File: config.mk
export PLATFORM = sky130hd
export DESIGN_NAME = vram_scanout
export DESIGN_NICKNAME = d
export VERILOG_FILES = /design/src/rtl/vram_scanout.sv
export SDC_FILE = /design/constraint.sdc
export NUM_CORES = 1
export LEC_CHECK = 0
export ABC_CLOCK_PERIOD_IN_PS = 2400
export CORE_ASPECT_RATIO = 1.1
export CORE_MARGIN = 4
export CORE_UTILIZATION = 40
export CTS_CLUSTER_SIZE = 28
export DETAILED_ROUTE_END_ITERATION = 8
export DONT_BUFFER_PORTS = 1
export PLACE_DENSITY_LB_ADDON = 0.12
export SLEW_MARGIN = 10
export SYNTH_ARGS = -nofsm -noshare
export SYNTH_HDL_FRONTEND = slang
export SYNTH_SLANG_ARGS = --single-unit
File: constraint.sdc
create_clock -name clk -period 2.4 [get_ports clk]
set_clock_uncertainty 0.2 [all_clocks]
set_input_delay 0.12 -clock clk [delete_from_list [all_inputs] [get_ports clk]]
set_output_delay 0.12 -clock clk [all_outputs]
set_load 0.02 [all_outputs]
File: src/rtl/vram_scanout.sv
// vram_scanout
//   Raster scanout stage downstream of the framebuffer RAM. Generates the
//   line/frame counters, addresses RAM port B with a linear pixel index
//   (page bit in the MSB), and expands the returned RGB332 bytes to RGB888
//   with sync/blank flags aligned to the pixel data. All state advances only
//   on ce_pix; the pipeline is three stages deep (counters, address, colour).
//
// Ports
//   clk       in   single clock, also clocks RAM port B
//   reset     in   synchronous, active-high
//   ce_pix    in   pixel enable, never high on two consecutive clk cycles
//   page      in   requested display page, latched at frame wrap
//   ram_addr  out  RAM port B address {page, linear index}, registered
//   ram_q     in   RAM port B read data, valid one clk after ram_addr
//   r, g, b   out  RGB888 pixel colour (zero outside the visible area)
//   hs, vs    out  active-high syncs
//   de        out  data enable (visible pixel)
//   vblank    out  high while the output line is >= V_ACTIVE
module vram_scanout #(
  parameter int H_ACTIVE = 320,
  parameter int H_FP     = 8,
  parameter int H_SYNC   = 32,
  parameter int H_BP     = 40,
  parameter int V_ACTIVE = 240,
  parameter int V_FP     = 3,
  parameter int V_SYNC   = 4,
  parameter int V_BP     = 15,
  parameter int ADDR_W   = 18
) (
  input  logic              clk,
  input  logic              reset,
  input  logic              ce_pix,
  input  logic              page,
  output logic [ADDR_W-1:0] ram_addr,
  input  logic [7:0]        ram_q,
  output logic [7:0]        r,
  output logic [7:0]        g,
  output logic [7:0]        b,
  output logic              hs,
  output logic              vs,
  output logic              de,
  output logic              vblank
);

  localparam int HT    = H_ACTIVE + H_FP + H_SYNC + H_BP;
  localparam int VT    = V_ACTIVE + V_FP + V_SYNC + V_BP;
  localparam int HC_W  = $clog2(HT);
  localparam int VC_W  = $clog2(VT);
  localparam int LIN_W = ADDR_W - 1;

  localparam logic [HC_W-1:0] HC_LAST = HC_W'(HT - 1);
  localparam logic [HC_W-1:0] HA_END  = HC_W'(H_ACTIVE);
  localparam logic [HC_W-1:0] HS_BEG  = HC_W'(H_ACTIVE + H_FP);
  localparam logic [HC_W-1:0] HS_END  = HC_W'(H_ACTIVE + H_FP + H_SYNC);
  localparam logic [VC_W-1:0] VC_LAST = VC_W'(VT - 1);
  localparam logic [VC_W-1:0] VA_END  = VC_W'(V_ACTIVE);
  localparam logic [VC_W-1:0] VS_BEG  = VC_W'(V_ACTIVE + V_FP);
  localparam logic [VC_W-1:0] VS_END  = VC_W'(V_ACTIVE + V_FP + V_SYNC);

  // 3-bit channel to 8 bits by bit replication (0 -> 0x00, 7 -> 0xFF)
  function automatic logic [7:0] expand3(input logic [2:0] c);
    return {c, c, c[2:1]};
  endfunction

  // 2-bit channel to 8 bits by bit replication (0 -> 0x00, 3 -> 0xFF)
  function automatic logic [7:0] expand2(input logic [1:0] c);
    return {c, c, c, c};
  endfunction

  logic [HC_W-1:0]  hc_p0;
  logic [VC_W-1:0]  vc_p0;
  logic [LIN_W-1:0] lin_p0;
  logic             page_l;
  logic             vld_p0, hs_p0, vs_p0, vb_p0, h_last_p0, f_last_p0;

  logic             vld_p1, hs_p1, vs_p1, vb_p1;
  logic [ADDR_W-1:0] addr_p1;

  logic             vld_p2, hs_p2, vs_p2, vb_p2;
  logic [7:0]       r_p2, g_p2, b_p2;

  // ---- stage 0: raster counters and position decode ----
  always_comb begin
    vld_p0    = (hc_p0 < HA_END) && (vc_p0 < VA_END);
    hs_p0     = (hc_p0 >= HS_BEG) && (hc_p0 < HS_END);
    vs_p0     = (vc_p0 >= VS_BEG) && (vc_p0 < VS_END);
    vb_p0     = (vc_p0 >= VA_END);
    h_last_p0 = (hc_p0 == HC_LAST);
    f_last_p0 = h_last_p0 && (vc_p0 == VC_LAST);
  end

  always_ff @(posedge clk) begin
    if (reset) begin
      hc_p0  <= '0;
      vc_p0  <= '0;
      lin_p0 <= '0;
      page_l <= 1'b0;
    end else if (ce_pix) begin
      if (h_last_p0) begin
        hc_p0 <= '0;
        vc_p0 <= (vc_p0 == VC_LAST) ? '0 : vc_p0 + VC_W'(1);
      end else begin
        hc_p0 <= hc_p0 + HC_W'(1);
      end
      // Linear index runs across visible pixels only, so no v*H multiply.
      if (f_last_p0) begin
        lin_p0 <= '0;
        page_l <= page;
      end else if (vld_p0) begin
        lin_p0 <= lin_p0 + LIN_W'(1);
      end
    end
  end

  // ---- stage 1: RAM address and registered decode ----
  always_ff @(posedge clk) begin
    if (reset) begin
      vld_p1  <= 1'b0;
      hs_p1   <= 1'b0;
      vs_p1   <= 1'b0;
      vb_p1   <= 1'b0;
      addr_p1 <= '0;
    end else if (ce_pix) begin
      vld_p1 <= vld_p0;
      hs_p1  <= hs_p0;
      vs_p1  <= vs_p0;
      vb_p1  <= vb_p0;
      if (vld_p0) begin
        addr_p1 <= {page_l, lin_p0};
      end
    end
  end

  // ---- stage 2: colour expansion and output flags ----
  // ram_q has had at least one idle clk to settle since addr_p1 changed,
  // because ce_pix is never high on consecutive cycles.
  always_ff @(posedge clk) begin
    if (reset) begin
      vld_p2 <= 1'b0;
      hs_p2  <= 1'b0;
      vs_p2  <= 1'b0;
      vb_p2  <= 1'b0;
      r_p2   <= '0;
      g_p2   <= '0;
      b_p2   <= '0;
    end else if (ce_pix) begin
      vld_p2 <= vld_p1;
      hs_p2  <= hs_p1;
      vs_p2  <= vs_p1;
      vb_p2  <= vb_p1;
      if (vld_p1) begin
        r_p2 <= expand3(ram_q[7:5]);
        g_p2 <= expand3(ram_q[4:2]);
        b_p2 <= expand2(ram_q[1:0]);
      end else begin
        r_p2 <= '0;
        g_p2 <= '0;
        b_p2 <= '0;
      end
    end
  end

  assign ram_addr = addr_p1;
  assign r        = r_p2;
  assign g        = g_p2;
  assign b        = b_p2;
  assign hs       = hs_p2;
  assign vs       = vs_p2;
  assign de       = vld_p2;
  assign vblank   = vb_p2;

endmodule

# Yosys cells after proc, flatten, opt, wreduce, memory -nomap -nowiden
# Cells that the tools add are included.
# word_totals
register_bits	86
inputBits	12
out_inout_bits	46
elab_cells	44
# classes
add_sub_neg	3
magnitude_cmp	7
eq_ne	2
muxes	7
reduce_logical	9
# ops
cell	n
$mux W17	2
$mux W8	3
$add A9 B1 Y9 const B	2
$eq A9 B9 Y1 const B	2
$ge A9 B8 Y1 const B	2
$lt A9 B8 Y1 const B	2
$lt A9 B9 Y1 const B	2
$mux W9	2
$add A17 B1 Y17 const B	1
$ge A9 B9 Y1 const B	1
$reduce_and A2 Y1	4
$logic_and A1 B1 Y1	4
$reduce_bool A2 Y1	1

# Logic depth before layout (Yosys ltp)
# Gate-level depths: netlist of the first run.
# logic_depth
word_depth	4
ltp_mapped	7
ltp_nobuf	7

# Least setup slack after synthesis of the first run
# Ideal clock, no wire load.
# synth_timing
kind	reg2reg
startpoint	register hc_p0[0]
endpoint	register lin_p0[0]
setup_time_ps	117
arrival_time_ps	1650
t_required_ps	2083
path_slack_ps	433
stages_incl_launch_ff	8
n_path_buf	1
cell_sequence	dfxtp_1 ha_1 nand4b_1 nor3_2 nand3_1 nand2_1 buf_2 nor2_1
# synth_between
elab_chain_cells	4
# synth_lines
item	line_no	rtl
start, declared	70	logic [HC_W-1:0] hc_p0;
start signal, assigned	103	hc_p0 <= hc_p0 + HC_W'(1);
$lt A9 B9 Y1 or $eq A9 B9 Y1 (tied branches)	84, 88	
$logic_and A1 B1 Y1 (on tied branches)	84, 89	
$reduce_bool A2 Y1 (no source line)	--	
$reduce_and A2 Y1 (no source line)	--	
end signal, assigned	110	lin_p0 <= lin_p0 + LIN_W'(1);
end, declared	72	logic [LIN_W-1:0] lin_p0;
# Several ways; a longest one is shown, not always the timed one.
# A chain may end at the register's enable or synchronous reset.

# Worst setup path in the final report of the first run
# layout_timing
startpoint	input port ce_pix
endpoint	register addr_p1[12] (netlist: ram_addr[12])
# layout_between
elab_chain_cells	1
# layout_lines
item	line_no	rtl
start, declared	32	input logic ce_pix,
$reduce_and A2 Y1 (no source line)	--	
end signal, assigned	129	addr_p1 <= {page_l, lin_p0};
end, declared	77	logic [ADDR_W-1:0] addr_p1;
# No other way between the ends.

==> impl_metrics.csv, run 1 <==
group,metric,value,unit
synthesis,yosysWarnings,0,
route,drtPass1Iterations,4,
worst_setup_path,crit_slowest_cell,"dlygate4sd3_1",
pwr,max-vdd-ir-drop,0.288,mV
floorplan,dieHeight,101,um
timing,setup-tns-final,0,ns
worst_setup_path,crit_family,"buffers and inverters",
worst_setup_path,worstSetupPathType,"input port to flop",
floorplan,dieWidth,92.6,um
placement,port_buffers,0,
route,routedWlPerCell,14.3,um
worst_hold_path,hold-path-cell-count,3,
clock_tree,clockBufferDepth,2,
grt,grt_overflow_total,0,
floorplan,num_rows,33,
synthesis,ys_types,46,
placement,place_congestion,0.810,
timing,hold_viol,0,
synthesis,netlist_instances,371,
run,maxCapViolCount,0,
worst_setup_path,worstReg2RegStart,"hc_p0[0]",
pwr,leakage,1.24,nW
clock_tree,clkLatencyLatePin,0.34,ns
synthesis,syn_nets,389,
worst_setup_path,rr_endpoint,"lin_p0[12]",
worst_hold_path,hold_class,"input port to flop",
placement,post-place-ws,0.262,ns
worst_setup_path,cp_cell_sequence,"dlygate4sd3_1, nand3_1, buf_12, nand2_1, a21oi_1, dlygate4sd3_1",
worst_setup_path,critPathCaptureType,"flop",
clock_tree,htreeDepth,3,
cells_and_area,final_nets,392,
timing,rsz0062_at_grt,"false",
worst_setup_path,rrSetupSlack,0.17,ns
worst_setup_path,worstPathMaxFanout,26,
clock_tree,cts_made_buffers,9,
run_status,outcome,"complete, no violations",
cells_and_area,area_growth,12.4,%
synthesis,syn_avg_cell_area,8.49,sq um
worst_setup_path,crit_required,2.44,ns
worst_setup_path,max_stage_delay,1.05,ns
clock_tree,cts_tree,"done",
grt,first_global_vias,2442,
timing,min_period_over_period,0.965,
cells_and_area,drive_above_1_share,0.106,
worst_setup_path,cpMostUsedCell,"dlygate4sd3_1",
worst_hold_path,hold_end,"de",
cells_and_area,antenna_cells,0,
synthesis,synthArstFlopShare,0,
grt,antenna_found_initial,0,
cells_and_area,fin_cells,484,
timing,fin_crit,2.32,ns
clock_tree,clkSlewWorstSetupHoldPaths,0.08,ns
timing,drv_slew,0,
pwr,power_density,648,nW/um^2
worst_setup_path,critical_path_buf_inv_count,3,
worst_setup_path,r2r_cells,6,
floorplan,die_area,9350,sq um
clock_tree,cts-root-buf,"clkbuf_8",
placement,post_dp_cell_area,3190,sq um
route,drt-total-wl,6900,um
timing,fin_ws,0.0839,ns
clock_tree,cts_num_sinks,70,
route,drt-initial-drc-count,95,
synthesis,ys_seq_area_frac,0.445,
route,num_vias,2519,
worst_setup_path,cp.arrival,2.35,ns
route,vias_per_cell,5.20,
worst_setup_path,start_kind,"input port",
synthesis,ys_ff_latch,70,
route,drc_errors,0,
timing,setup_viol,0,
grt,grt_max_degree,50,
route,ant_nets,0,
synthesis,synth_flop_cell,"dfxtp_1",
clock_tree,cts_setup_buffers,0,
synthesis,synth_area,3150,sq um
worst_hold_path,worstHoldStart,"ce_pix",
floorplan,coreArea,7560,sq um
grt,grt_pass1_wl,11800,um
placement,place_hpwl,4520,um
timing,max_clock_freq,0.432,GHz
cells_and_area,design_area,3540,sq um
synthesis,synth_edf_count,0,
floorplan,ios,58,
grt,gr-usage-all-layers,0.157,
timing,timing.slew.headroom,0.478,
placement,dp.cells,455,
floorplan,initial_utilization,0.417,
timing,tightest_slew,0.780,ns
==> tightest hold or removal path, delay by kind of cell <==
family / cells / cell delay, ns
AO/OA/AOI/OAI: 1 / 0.15
AND/OR/NAND/NOR: 2 / 0.26
==> cell usage in the layout, fill, tap and decap left out, types with 3 or more instances in the layout <==
cell type      instances
nor3_1                 9
o21ai_0                4
inv_1                  7
xor2_1                11
a311oi_1               4
mux2i_1                5
and3_1                 3
ha_1                   6
a211oi_1               4
buf_4                 12
a31oi_1                7
xnor2_1                9
or3_1                  5
a22oi_1                9
clkbuf_8               9
dfxtp_1               70
nor2_1                41
dlygate4sd3_1         12
nand4_1               11
nand2_1               64
a21oi_1               26
nand3_1               14
==> cells in the mapped netlist (3+ instances only) <==
master,number,area (sq um)
nand3_1,14,70.1
a21oi_1,26,130
a22oi_1,9,67.6
a31oi_1,7,43.8
buf_4,17,128
buf_2,4,20.0
a311oi_1,4,35.0
o21ai_0,4,20.0
nand4_1,11,68.8
and3_1,3,18.8
a211oi_1,4,30.0
or3_1,5,31.3
nor3_1,9,45.0
nand2_1,64,240
xor2_1,11,96.3
nor2_1,41,154
inv_1,7,26.3
ha_1,6,75.1
buf_1,4,15.0
clkbuf_1,9,33.8
dfxtp_1,70,1400
xnor2_1,9,78.8
mux2i_1,5,50.1
==> state kept, by name, indices dropped and copies added (netlist names), 2 cells and up <==
| register | flops |
|---|---|
| vc_p0 | 9 |
| ram_addr | 18 |
| lin_p0 | 17 |
| hc_p0 | 9 |
| r | 3 |
| g | 3 |
| b | 2 |
==> cell families (layout without fill, tap and decap cells) <==
logic type,count (synthesis),after routing,share of synthesized area
AO/OA/AOI/OAI,62,62,0.126
XOR/XNOR,20,20,0.0556
adder cells (fa/ha/maj),6,6,0.0238
buffers and inverters,41,49,0.0707
flip-flops,70,70,0.445
multiplexers,5,5,0.0159
AND/OR/NAND/NOR,167,167,0.263
==> where the power goes <==
group          switching (W)  leakage [nW]  total [W]  internal [W]
registers          0.0000336         0.566    0.00121       0.00118
clock network       0.000471        0.0956   0.000952      0.000481
logic              0.0000767         0.577   0.000127     0.0000501
total               0.000581          1.24    0.00229       0.00171
==> per-stage QoR <==
stage          hold WS (ns)  utilization  total power (W)
3_3_place_gp       -0.00553        0.423          0.00133
2_1_floorplan        0.0639            -          0.00133
3_5_place_dp       -0.00441        0.423          0.00133
4_1_cts              0.0145        0.467          0.00232
6_report             0.0408        0.468          0.00229
5_1_grt              0.0539        0.468          0.00238
==> cell type report <==
class                      count  area, sq um
clock buffer                   9          124
clock inverter                 7         72.6
fill                         764         4020
inverter                       7         26.3
multi-input combinational    260         1530
sequential                    70         1400
tap                          105          131
timing repair buffer          26          250
==> per-layer routing <==
layer | track usage | share of wire | up-vias
met3 | 0.0426 | 0.031 | 7
met4 | 0.0640 | 0.015 | 0
met5 | 0 | 0 | -
met1 | 0.195 | 0.47 | 1196
met2 | 0.259 | 0.48 | 26
li1 | - | - | 1290
==> worst max path at each step <==
stage	from	end	slack, ns	depth (start not counted)
3_3_place_gp	lin_p0[0]	lin_p0[12]	0.34	6
6_report	ce_pix	ram_addr[12]	0.08	6
5_1_grt	hc_p0[0]	lin_p0[12]	0.02	6
3_5_place_dp	hc_p0[0]	lin_p0[12]	0.26	6
4_1_cts	ce_pix	ram_addr[12]	0.11	6
2_1_floorplan	hc_p0[0]	lin_p0[0]	0.43	7
==> repair_timing <==
action                                 in CTS  in global routing
endpoints found under the hold margin      70                  0
setup endpoints to repair                   0                  1
hold buffers                               13                  0
resized for setup                           0                  1
Note: power is estimated with default switching activity, not from simulation.
==> run 2: changes to the inputs <==
--- a/config.mk
+++ b/config.mk
@@ -8,7 +8,7 @@
 export ABC_CLOCK_PERIOD_IN_PS = 2400
 export CORE_ASPECT_RATIO = 1.1
 export CORE_MARGIN = 4
-export CORE_UTILIZATION = 40
+export CORE_UTILIZATION = 55
 export CTS_CLUSTER_SIZE = 28
 export DETAILED_ROUTE_END_ITERATION = 8
 export DONT_BUFFER_PORTS = 1
==> run 2 against run 1 <==
Against the previous run:
- routed wire length decreased by 0.99%
- sequential share of layout area up 0.11 points
- count of clock-buffer cells in the layout increased by 1
- maximum frequency rose by 2.7%
- sequential power about the same
- largest power group unchanged
- worst setup slack better by 0.062 ns
- clock power rose by 3.3%
- first-iteration DRC count is 130% higher
- combinational power hardly changed
==> impl_metrics.csv, run 2 (synthesis results as in run 1) <==
group,metric,value,unit
clock_tree,cts_num_sinks,70,
timing,rsz0062_at_grt,"false",
pwr,leakage,1.27,nW
clock_tree,clkSlewWorstSetupHoldPaths,0.08,ns
worst_setup_path,max_stage_delay,0.55,ns
cells_and_area,multi_input_area,1530,sq um
grt,grt_overflow_total,0,
timing,min_period_over_period,0.939,
worst_setup_path,cp_cell_sequence,"a41oi_1, nand3_2, buf_4, nand2_1, a21oi_1, dlygate4sd3_1",
placement,post-place-ws,0.295,ns
route,num_vias,2579,
route,vias_per_cell,5.66,
run,maxCapViolCount,0,
placement,place_congestion,0.822,
run_status,outcome,"complete, no violations",
worst_setup_path,start_kind,"flop",
cells_and_area,antenna_cells,0,
placement,port_buffers,0,
route,drt-initial-drc-count,221,
cells_and_area,n_fill_cell,478,
grt,grt_max_degree,50,
timing,setup-tns-final,0,ns
route,ant_nets,0,
worst_setup_path,cp.arrival,2.29,ns
route,drtPass1Iterations,4,
clock_tree,cts_made_buffers,9,
grt,antenna_found_initial,0,
route,drt-total-wl,6830,um
pwr,power_density,659,nW/um^2
floorplan,dieHeight,87.3,um
worst_setup_path,worstPathMaxFanout,8,
timing,fin_ws,0.146,ns
grt,first_global_vias,2417,
cells_and_area,final_common_cell,"dfxtp_1",
timing,tightest_slew,0.820,ns
pwr,max-vdd-ir-drop,0.514,mV
worst_setup_path,crit_slowest_cell,"dlygate4sd3_1",
cells_and_area,final_cell_mix,"dfxtp_1 (70), nand2_1 (64), nor2_1 (41), a21oi_1 (26)",
floorplan,num_rows,28,
cells_and_area,drive_above_1_share,0.108,
worst_setup_path,worstSetupPathType,"flop to flop",
cells_and_area,final_nets,394,
grt,gr-usage-all-layers,0.212,
worst_setup_path,crit_required,2.44,ns
clock_tree,cts_tree,"done",
clock_tree,cts_setup_buffers,0,
clock_tree,htreeDepth,3,
clock_tree,cts-root-buf,"clkbuf_8",
cells_and_area,largest_reg_flops,18,
cells_and_area,area_growth,12.0,%
route,drc_errors,0,
floorplan,initial_utilization,0.576,
placement,place_hpwl,4470,um
floorplan,die_area,7000,sq um
floorplan,coreArea,5470,sq um
route,routedWlPerCell,15.0,um
grt,grt_pass1_wl,11500,um
timing,timing.slew.headroom,0.453,
timing,setup_viol,0,
worst_hold_path,hold_class,"input port to flop",
floorplan,dieWidth,80.1,um
timing,drv_slew,0,
timing,hold_viol,0,
worst_setup_path,critPathCaptureType,"flop",
cells_and_area,seqCellArea,1400,sq um
timing,max_clock_freq,0.444,GHz
clock_tree,clkLatencyLatePin,0.35,ns
clock_tree,clockBufferDepth,2,
timing,fin_crit,2.25,ns
floorplan,ios,58,
==> run 2: final timing paths <==
kind / end / from / depth (start not counted) / slack (ns)
setup / recovery: ram_addr[9] / vc_p0[7] / 6 / 0.15
hold / removal: ram_addr[8] / ce_pix / 4 / 0.06
setup reg to reg: ram_addr[9] / vc_p0[7] / 6 / 0.15
hold reg to reg: vld_p1 / vld_p1 / 2 / 0.27
==> run 2: worst max-delay path, delay by kind of cell (launching register included) <==
kind            cells  cell delay [ns]
buf+inv             2             0.78
flops               1             0.37
simple gates        2             0.35
compound gates      2             0.45
==> run 2: report_power, final <==
part | leakage (nW) | internal (W) | switching, W
Sequential | 0.566 | 0.00118 | 0.0000342
Clock | 0.103 | 0.000513 | 0.000470
Combinational | 0.599 | 0.0000506 | 0.0000777
Total | 1.27 | 0.00174 | 0.000582
==> run 2: per-layer routing <==
metal,GRT usage,share of wire,wire [um],up-vias
met1,0.266,0.45,3090,1208
li1,-,-,-,1294
met2,0.329,0.48,3260,63
met4,0.108,0.024,163,0
met3,0.0642,0.046,316,14
met5,0,0,0,-
==> run 2: what timing repair did <==
action,CTS,global route
hold buffers,13,1
setup endpoints to repair,0,2
gates resized for setup,0,2
endpoints found under the hold margin,70,1
==> run 2: per-stage QoR <==
| step | total power (W) | hold WS, ns | util | instance area (sq um) | instances |
|---|---|---|---|---|---|
| 2_1_floorplan | 0.00133 | 0.0639 | - | 3150 | 371 |
| 3_3_place_gp | 0.00133 | -0.00503 | 0.579 | 3160 | 426 |
| 3_5_place_dp | 0.00133 | -0.00484 | 0.579 | 3160 | 426 |
| 4_1_cts | 0.00233 | 0.0565 | 0.642 | 3510 | 455 |
| 5_1_grt | 0.00241 | 0.0758 | 0.645 | 3530 | 456 |
| 6_report | 0.00232 | 0.0586 | 0.645 | 3530 | 456 |
==> run 2: final cells by class <==
type / count / area share
Multi-Input combinational cell: 260 / 0.433
Clock inverter: 6 / 0.0195
Inverter: 7 / 0.00745
Sequential cell: 70 / 0.397
Timing Repair Buffer: 28 / 0.0766
Tap cell: 75 / 0.0266
Clock buffer: 10 / 0.0390
